### src/rtl/bitsim_pkg.sv
// Shared constants and state encoding for the bit-serial lane select/scatter blocks.
package bitsim_pkg;
   localparam int NUM_LANE  = 16;
   localparam int SEL_WIDTH = 5;
   localparam logic [SEL_WIDTH-1:0] SEL_ZERO = 5'd16;

   typedef enum logic {S_FILL, S_HOLD} scatter_state_e;
endpackage

### src/rtl/scatter_lane_reg.sv
// One lane word register with its written-this-frame mask bit.
module scatter_lane_reg #(
   parameter int DATA_WIDTH = 8
) (
   input  logic                  clk,
   input  logic                  reset,
   input  logic                  we,
   input  logic                  clr,
   input  logic [DATA_WIDTH-1:0] d,
   output logic [DATA_WIDTH-1:0] q,
   output logic                  m
);
   // clr and we never coincide: clr only fires in HOLD, we only in FILL
   always_ff @(posedge clk or negedge reset) begin
      if (!reset) begin
         q <= '0;
         m <= 1'b0;
      end else if (clr) begin
         q <= '0;
         m <= 1'b0;
      end else if (we) begin
         q <= d;
         m <= 1'b1;
      end
   end
endmodule

### src/rtl/scatter_1to17_clk.sv
// Registered 1-to-17 lane scatter: builds a 16-lane frame from (word, select) pairs.
module scatter_1to17_clk
   import bitsim_pkg::*;
#(
   parameter int DATA_WIDTH = 8
) (
   input  logic                                clk,
   input  logic                                reset,
   input  logic                                in_valid,
   output logic                                in_ready,
   input  logic [DATA_WIDTH-1:0]               in_data,
   input  logic [SEL_WIDTH-1:0]                in_sel,
   input  logic                                in_last,
   output logic                                out_valid,
   input  logic                                out_ready,
   output logic [NUM_LANE-1:0][DATA_WIDTH-1:0] out_vec,
   output logic [NUM_LANE-1:0]                 out_mask,
   output logic                                err
);
   scatter_state_e state_q, state_d;

   logic accept, sel_lane, sel_bad, dup, clr;

   assign accept   = in_valid && in_ready;
   assign sel_lane = in_sel < SEL_ZERO;
   assign sel_bad  = in_sel > SEL_ZERO;
   assign dup      = sel_lane && out_mask[in_sel[3:0]];
   assign clr      = (state_q == S_HOLD) && out_ready;

   always_ff @(posedge clk or negedge reset) begin
      if (!reset) state_q <= S_FILL;
      else        state_q <= state_d;
   end

   always_comb begin
      state_d = state_q;
      case (state_q)
         S_FILL:  if (accept && in_last) state_d = S_HOLD;
         S_HOLD:  if (out_ready)         state_d = S_FILL;
         default:                        state_d = S_FILL;
      endcase
   end

   always_comb begin
      in_ready  = (state_q == S_FILL);
      out_valid = (state_q == S_HOLD);
   end

   always_ff @(posedge clk or negedge reset) begin
      if (!reset)                        err <= 1'b0;
      else if (accept && (sel_bad || dup)) err <= 1'b1;
   end

   for (genvar i = 0; i < NUM_LANE; i++) begin : g_lane
      scatter_lane_reg #(.DATA_WIDTH(DATA_WIDTH)) u_lane (
         .clk   (clk),
         .reset (reset),
         .we    (accept && sel_lane && (in_sel == SEL_WIDTH'(i))),
         .clr   (clr),
         .d     (in_data),
         .q     (out_vec[i]),
         .m     (out_mask[i])
      );
   end
endmodule

### config.mk
export PLATFORM = sky130hd
export DESIGN_NAME = scatter_1to17_clk
export DESIGN_NICKNAME = d
export VERILOG_FILES = /design/src/rtl/bitsim_pkg.sv /design/src/rtl/scatter_lane_reg.sv /design/src/rtl/scatter_1to17_clk.sv
export SDC_FILE = /design/constraint.sdc
export NUM_CORES = 1
export LEC_CHECK = 0
export BUFFER_PORTS_ARGS = -buffer_cell sky130_fd_sc_hd__clkbuf_2
export CAP_MARGIN = 20
export CORE_UTILIZATION = 48
export DETAILED_ROUTE_END_ITERATION = 8
export PLACE_DENSITY_LB_ADDON = 0.25
export SYNTH_ARGS = -nofsm -noshare
export SYNTH_HDL_FRONTEND = slang
export SYNTH_SLANG_ARGS = --single-unit
export TNS_END_PERCENT = 20
### constraint.sdc
create_clock -name clk -period 1.4 [get_ports clk]
set_input_delay 0.42 -clock clk [delete_from_list [all_inputs] [get_ports clk]]
set_output_delay 0.42 -clock clk [all_outputs]
set_load 0.05 [all_outputs]
---- After elaboration in Yosys (flattened, before gate mapping) ----
Index checks and enable logic that the tools add are counted.
operators by class
  mux-type cells .......................... 69
  magnitude comparators ................... 3
  reduce and logical (&&, ||, !) cells .... 40
  bitwise operators ....................... 1
  equality and inequality tests ........... 15
operators with widths
  operator                                                     number
  2-to-1 mux 8 bit                                             32
  equality test 5 x 4 -> 1 bit (second input constant)         8
  2-to-1 mux 1 bit                                             35
  nonzero test 2 bit                                           16
  logical AND 1 bit                                            22
  equality test 5 x 3 -> 1 bit (second input constant)         4
  equality test 5 x 2 -> 1 bit (second input constant)         2
  equality test 5 x 1 -> 1 bit (second input constant)         1
  greater-than comparator 5 bit (second input constant)        1
  zero test 5 bit                                              1
  less-than comparator 4 x 5 -> 1 bit (second input constant)  1
  less-than comparator 5 bit (second input constant)           1
  binary-select mux 1 bit (select 4 bit)                       1
  one-hot mux 1 bit (2 select lines)                           1
  logical OR 1 bit                                             1
  inverter 1 bit                                               1
storage, ports and cells
  register bits ........................... 146
  output and inout bits ................... 147

---- Logic depth before layout (Yosys ltp) ----
Gate-level depths: netlist of run 1.
  word-level depth ........................ 6
  mapped depth ............................ 6

---- By module ----
A second synthesis of run 1 with hierarchy kept.
unflattened totals
  cells, all modules ...................... 521
  area, all modules ....................... 6,122.1 um^2
modules (own cells, without submodules)
  module             area an instance (um^2)  cells each  instances  seq. area each (um^2)
  scatter_lane_reg   357.8                    29          16         225.2
  scatter_1to17_clk  396.6                    57          1          50.0

---- Least setup slack after synthesis of run 1 ----
OpenSTA, ideal clock, no wires.
  kind .................................... reg2reg
  start point ............................. register state_q, in the netlist out_valid
  end point ............................... register g_lane[12].u_lane.q[0]
  buffers on the path ..................... 3
  slack ................................... -0.293 ns
  period minus slack after synthesis ...... 1.693 ns
  stages on the path, launching flop included .. 6
  arrival time ............................ 1.561 ns
  data required time ...................... 1.268 ns
  path through ............................ dfrtp_1 and2_1 buf_2 buf_2 clkbuf_1 nor2_1
between the ends
  longest elaborated chain between the ends .. 5
  elaborated cells between the ends (all ways) .. 7
  those cells by class .................... 1 x mux; 1 x bitwise; 5 x reduce/logical
RTL lines
  what                             RTL line                 source
  start, declared                  scatter_1to17_clk.sv:20  scatter_state_e state_q, state_d;
  start signal, assigned           scatter_1to17_clk.sv:32  else state_q <= state_d;
  inverter 1 bit                   scatter_1to17_clk.sv:45  in_ready = (state_q == S_FILL);
  logical AND 1 bit                scatter_1to17_clk.sv:24  assign accept = in_valid && in_ready;
  logical AND 1 bit (2 in series)  scatter_1to17_clk.sv:58  .we (accept && sel_lane && (in_sel == SEL_WIDTH'(i))),
  nonzero test 2 bit (no line)     -
  end signal, assigned             scatter_lane_reg.sv:16   q <= '0;
  end signal, assigned             scatter_lane_reg.sv:19   q <= '0;
  end signal, assigned             scatter_lane_reg.sv:22   q <= d;
  end, declared                    scatter_lane_reg.sv:10   output logic [DATA_WIDTH-1:0] q,
Several ways; a longest one is shown, not always the timed one.
A chain may end at the register's enable or synchronous reset.

---- Worst setup path after layout of run 1 ----
  start point ............................. register state_q, in the netlist out_valid
  end point ............................... register g_lane[13].u_lane.q[6]
between the ends
  longest elaborated chain between the ends .. 5
  elaborated cells between the ends (all ways) .. 7
  those cells by class .................... 1 x mux; 1 x bitwise; 5 x reduce/logical
RTL lines
  what                             RTL line
  inverter 1 bit                   scatter_1to17_clk.sv:45
  logical AND 1 bit                scatter_1to17_clk.sv:24
  logical AND 1 bit (2 in series)  scatter_1to17_clk.sv:58
  nonzero test 2 bit (no line)     -
  end signal, assigned             scatter_lane_reg.sv:16
  end signal, assigned             scatter_lane_reg.sv:19
  end signal, assigned             scatter_lane_reg.sv:22
  end, declared                    scatter_lane_reg.sv:10
Several ways; a longest one is shown, not always the timed one.

==> impl_metrics.py, run 1 <==
metrics = {
    "run_status": {
        "outcome": "finished, violations left",
        "violations": "setup timing",
    },
    "synthesis": {
        "synth_seq_cells": 146,
        "yosysWarnings": 0,
        "synth_xor_area_frac": 0,
        "async_flop_share": 1.00,
        "syn_inst": 541,
        "synth_top_family_by_area": "multiplexers",
        "seq_area_frac_synth": 0.584,
        "avgSynthCellArea_um2": 11.6,
        "synth_fa_ha_area_frac": 0,
        "synth_edf_count": 0,
        "yosys.area_share.simple": 0.117,
        "synth-compound-area-share": 0.0138,
        "yosysUniqueCellTypes": 29,
        "synth_mux_area_frac": 0.219,
        "ys.flop_type": "dfrtp_1",
        "syn_nets": 559,
        "syn-cell-area_um2": 6260,
    },
    "critical_path": {
        "cp_max_fo": 9,
        "start_kind": "flop",
        "endpoint_kind": "flop",
        "required_ps": 1700,
        "criticalPathCategory": "reg2reg",
        "crit_chain": "nand3b_1 -> nor4_2 -> buf_4 -> mux2i_1 -> nor2_1",
        "slowest_stage": "dfrtp_2",
        "worst-endpoint-arrival_ps": 2000,
        "worst_path_largest_cell_delay_ps": 450,
    },
    "final_layout": {
        "design_area_um2": 10100,
        "synthToLayoutAreaGrowth_pct": 61.5,
        "n_fill_cell": 714,
        "multi_input_area_um2": 2370,
        "nets": 759,
        "layout-drive-gt1-share": 0.410,
        "seq_area_um2": 3660,
        "fin_util": 0.798,
        "antennaDiodeCount": 0,
    },
    "pwr": {
        "ir_worst_vdd_mv": 0.888,
        "leakage_nw": 5.39,
        "clkPwrFrac": 0.382,
        "p_sw_mw": 3.36,
        "comb_power_share": 0.208,
        "power_frac_seq": 0.411,
        "power.internal_mw": 7.90,
        "sw_frac_of_total": 0.298,
        "power_density_nw_per_um2": 1110,
    },
    "floorplan": {
        "start_util": 0.494,
        "die_h_um": 116,
        "die_x_um": 116,
        "core_um2": 12700,
        "rows": 41,
        "fp.dieArea_um2": 13500,
        "io_pins": 165,
    },
    "drt": {
        "dr.pass1.iters": 4,
        "wirelength_mm": 19.9,
        "top_layer": "met4",
        "detail-route-antenna-nets": 0,
        "routed_wire_length_per_instance_um": 21.5,
        "wl_met3_mm": 1.06,
        "viasPerCell": 5.37,
        "drcViolationCount": 0,
        "via_count": 4969,
        "met2_length_mm": 10.6,
        "wl_met1_mm": 7.64,
        "drt-initial-drc-count": 296,
    },
    "clock_network": {
        "cts_buffers": 17,
        "clkLatencyLatePin_ps": 420,
        "clkSlewWorstSetupHoldPaths_ps": 60,
        "clock-root-buffer": "clkbuf_16",
        "clock-sinks": 146,
        "htree_levels": 4,
        "clock_path_buffers": 2,
        "cts_tree": "done",
    },
    "timing": {
        "slew_violations": 0,
        "slew_headroom": 0.637,
        "fin_crit_ps": 1700,
        "setup_viol": 239,
        "finalWorstSetupSlack_ps": -299,
        "clock-skew-final_ps": 4.96,
        "fmax_mhz": 589,
        "setup_tns_ps": -18270,
        "fin_crit_sh": 1.21,
        "rsz0062_at_grt": "true",
        "hold_viol": 0,
        "tightest_slew_ps": 544,
    },
    "worst_hold_path": {
        "worstHoldPathType": "in2reg",
    },
    "grt": {
        "first_global_vias": 5265,
        "grt_pass1_wl_mm": 28.8,
        "grt_overflow": 0,
        "gr-usage-all-layers": 0.294,
        "grt_max_degree": 56,
        "antenna_found_initial": 0,
    },
    "placement": {
        "io_buffers": 164,
        "placed_area_um2": 7510,
        "hpwl_mm": 11.2,
        "dp_slack_ps": -357,
        "globalplace.congestion": 0.876,
    },
    "run": {
        "drv_cap": 0,
    },
}
==> layout by cell type (no fill, tap or decap), drive strengths merged, types with 2 or more instances in the layout <==
master	instances
mux2i	130
clkbuf	48
nand3	11
clkinvlp	4
dfrtp	146
buf	211
inv	13
nor4	2
nor2	141
nand4	2
a21oi	11
and3	4
a31oi	2
nor2b	2
mux4	2
mux2	2
clkinv	7
nand2	3
o21ai	2
nor3b	2
==> path summary, 6_finish.rpt <==
check | start | to | slack [ps] | cells past startpoint
setup / recovery | out_valid | g_lane[13].u_lane.q[6] | -300 | 5
hold / removal | out_ready | out_valid | 220 | 2
setup reg to reg | out_valid | g_lane[13].u_lane.q[6] | -300 | 5
hold reg to reg | g_lane[11].u_lane.q[6] | g_lane[11].u_lane.q[6] | 570 | 2
max in group asynchronous | reset | g_lane[15].u_lane.q[4] | 450 | 3
min in group asynchronous | reset | g_lane[1].u_lane.q[1] | 450 | 2
==> routing by layer <==
metal,vias up,GRT usage
met1,2548,0.337
li1,2177,-
met4,0,0.126
met5,-,0
met3,40,0.0898
met2,204,0.510
==> flip-flops by register name, indices dropped and copies added, names as in the netlist <==
signal / flops
g_lane.u_lane.q: 128
g_lane.u_lane.m: 16
out_valid: 1
err: 1
==> critical path: cells and delay by family (launching register included) <==
kind | cells | cell delay [ps]
AND/OR/NAND/NOR | 3 | 560
multiplexers | 1 | 290
buffers and inverters | 1 | 280
flip-flops | 1 | 450
==> stage by stage <==
step	instances	total power, mW	hold slack (ps)
2_1_floorplan	541	5.75	124
3_3_place_gp	868	6.27	322
3_5_place_dp	868	6.31	325
4_1_cts	918	11.1	204
5_1_grt	926	11.6	235
6_report	926	11.3	217
==> cell usage after synthesis, types with 2 or more instances <==
cell	count	area, um^2
a21oi_1	11	55.1
a31oi_1	2	12.5
and3_1	4	25.0
buf_2	11	55.1
buf_4	25	188
buf_6	5	56.3
clkbuf_1	19	71.3
dfrtp_1	146	3650
inv_1	12	45.0
mux2_2	2	22.5
mux2i_1	130	1300
nand2_1	3	11.3
nand3_1	11	55.1
nand4_1	2	12.5
nor2_1	141	529
nor2b_1	2	12.5
nor4_1	2	12.5
o21ai_0	2	10.0
==> layout make-up <==
class,instances,area share
clock inverters,13,0.0110
inverters,12,0.00470
repair buffers,241,0.323
multi-input cells,323,0.234
well taps,172,0.0213
flip-flops and latches,146,0.362
clock buffers,19,0.0448
==> power by group through the flow <==
stage                     Clock [mW]  Combinational (mW)  Sequential (mW)
after floorplan                    0               0.591             5.16
after global placement             0                1.67             4.60
after detailed placement           0                1.69             4.62
after CTS                       4.35                2.17             4.56
after global routing            4.53                2.44             4.64
final                           4.30                2.34             4.62
==> cells by family (layout without fill, tap and decap cells) <==
| family | Yosys count | after routing |
|---|---|---|
| flops | 146 | 146 |
| mux | 134 | 134 |
| compound gates | 16 | 16 |
| buf+inv | 72 | 285 |
| simple gates | 173 | 173 |
==> timing repair <==
item | in CTS | in global routing
cloned | 0 | 6
hold buffers | 1 | 0
pin swaps | 1 | 5
hold endpoints to repair | 23 | 0
resized for setup | 330 | 167
setup endpoints to repair | 253 | 285
buffers inserted | 17 | 2
Power figures use the tool's default switching activity.
==> run 2: changes to the inputs <==
Settings changed: CORE_ASPECT_RATIO set to 0.5.
==> impl_metrics.py, run 2 (synthesis gave the netlist of run 1 again) <==
metrics = {
    "run_status": {
        "outcome": "finished, violations left",
        "violations": "setup timing",
    },
    "timing": {
        "setup_viol": 258,
        "tightest_slew_ps": 560,
        "finalWorstSetupSlack_ps": -284,
        "fin_crit_sh": 1.20,
        "slew_headroom": 0.626,
        "hold_viol": 0,
        "clock-skew-final_ps": 5.77,
        "rsz0062_at_grt": "true",
        "setup_tns_ps": -23690,
        "slew_violations": 0,
        "fin_crit_ps": 1680,
        "fmax_mhz": 594,
    },
    "floorplan": {
        "fp.dieArea_um2": 13500,
        "die_x_um": 163,
        "rows": 29,
        "core_um2": 12700,
        "io_pins": 165,
        "die_h_um": 82.7,
        "start_util": 0.493,
    },
    "final_layout": {
        "antennaDiodeCount": 0,
        "most-common-layout-cells": "dfrtp_1 (145), nor2_1 (141), buf_8 (138)",
        "top_register": "g_lane.u_lane.q",
        "nets": 756,
        "synthToLayoutAreaGrowth_pct": 59.5,
        "reg_top3": "g_lane.u_lane.q (128), g_lane.u_lane.m (16)",
        "largest_register_ffs": 128,
        "final_common_cell": "dfrtp_1",
        "layout-drive-gt1-share": 0.387,
    },
    "drt": {
        "routed_wire_length_per_instance_um": 21.8,
        "viasPerCell": 5.50,
        "via_count": 5062,
        "drt-initial-drc-count": 418,
        "drcViolationCount": 0,
        "dr.pass1.iters": 5,
        "wirelength_mm": 20.0,
        "detail-route-antenna-nets": 0,
    },
    "placement": {
        "io_buffers": 164,
        "hpwl_mm": 10.9,
        "globalplace.congestion": 0.789,
        "dp_slack_ps": -413,
    },
    "clock_network": {
        "clock-sinks": 146,
        "cts_tree": "done",
        "clkLatencyLatePin_ps": 420,
        "clock_path_buffers": 2,
        "cts_buffers": 17,
        "clock-root-buffer": "clkbuf_16",
        "htree_levels": 4,
        "clkSlewWorstSetupHoldPaths_ps": 60,
    },
    "critical_path": {
        "endpoint_kind": "flop",
        "crit_top_cell": "buf_6",
        "criticalPathCategory": "reg2reg",
        "start_kind": "flop",
        "slowest_stage": "dfrtp_2",
        "worst_path_largest_cell_delay_ps": 430,
        "cp_max_fo": 9,
        "worst-endpoint-arrival_ps": 1980,
        "crit_chain": "buf_6 -> nor3b_4 -> buf_6 -> nand3_1 -> buf_6 -> mux2i_1 -> nor2_1",
        "required_ps": 1700,
    },
    "grt": {
        "grt_pass1_wl_mm": 28.4,
        "antenna_found_initial": 0,
        "gr-usage-all-layers": 0.288,
        "met1_usage": 0.364,
        "grt_util_met2": 0.490,
        "met3_usage": 0.0789,
        "first_global_vias": 5013,
        "grt-busiest-layer": "met2",
        "grt_overflow": 0,
        "grt_max_degree": 56,
    },
    "worst_hold_path": {
        "worstHoldPathType": "in2reg",
    },
    "pwr": {
        "ir_worst_vdd_mv": 0.811,
        "power_frac_seq": 0.409,
        "p_sw_mw": 3.44,
        "power_density_nw_per_um2": 1130,
        "clkPwrFrac": 0.387,
        "leakage_nw": 5.38,
        "sw_frac_of_total": 0.305,
        "power.internal_mw": 7.84,
        "comb_power_share": 0.203,
    },
    "run": {
        "drv_cap": 0,
    },
}
==> run 2: final cells by class <==
type / instances / area (um^2)
Clock inverter: 12 / 109
Multi-Input combinational cell: 323 / 2280
Timing Repair Buffer: 238 / 3230
Tap cell: 170 / 213
Sequential cell: 146 / 3650
Fill cell: 738 / 2720
Inverter: 12 / 47.5
Clock buffer: 20 / 447
==> run 2: critical path: cells and delay by family (launching register included) <==
kind / cells / cell delay [ps]
and+or+nand+nor: 3 / 360
muxes: 1 / 280
buffers and inverters: 3 / 490
DFF: 1 / 430
==> run 2: metal layers <==
layer,vias up,share of wire
li1,2180,-
met1,2610,0.40
met2,231,0.50
met3,41,0.074
met4,0,0.021
met5,-,0
==> run 2: what timing repair did <==
action / in CTS / in global routing
setup endpoints to repair: 244 / 292
hold endpoints to repair: 22 / 0
cloned: 0 / 2
setup buffers: 14 / 4
gates resized for setup: 329 / 152
hold buffers: 1 / 0
pin swaps: 4 / 14
==> run 2: path summary, 6_finish.rpt <==
kind | start | end | cells after the start | slack [ps]
hold / removal | out_ready | out_valid | 2 | 200
setup / recovery | out_valid | g_lane[4].u_lane.q[0] | 7 | -280
max in group asynchronous | reset | g_lane[6].u_lane.m | 3 | 390
hold reg to reg | g_lane[1].u_lane.q[0] | g_lane[1].u_lane.q[0] | 2 | 570
setup reg to reg | out_valid | g_lane[4].u_lane.q[0] | 7 | -280
min in group asynchronous | reset | g_lane[3].u_lane.q[5] | 2 | 470
==> run 2: power groups by stage <==
stage / registers, mW / clock network, mW / logic [mW]
5_1_grt: 4.63 / 4.59 / 2.40
3_3_place_gp: 4.61 / 0 / 1.67
3_5_place_dp: 4.61 / 0 / 1.69
2_1_floorplan: 5.16 / 0 / 0.591
6_report: 4.62 / 4.37 / 2.30
4_1_cts: 4.56 / 4.38 / 2.15
==> run 2: metrics by stage <==
step | total power, mW | hold slack (ps) | cell area [um^2] | utilization | std cells
after floorplan | 5.75 | 124 | 6290 | - | 541
after global placement | 6.28 | 328 | 7510 | 0.591 | 868
after detailed placement | 6.31 | 332 | 7510 | 0.591 | 868
after CTS | 11.1 | 178 | 9660 | 0.761 | 915
after global routing | 11.6 | 187 | 9980 | 0.786 | 921
final | 11.3 | 196 | 9980 | 0.786 | 921
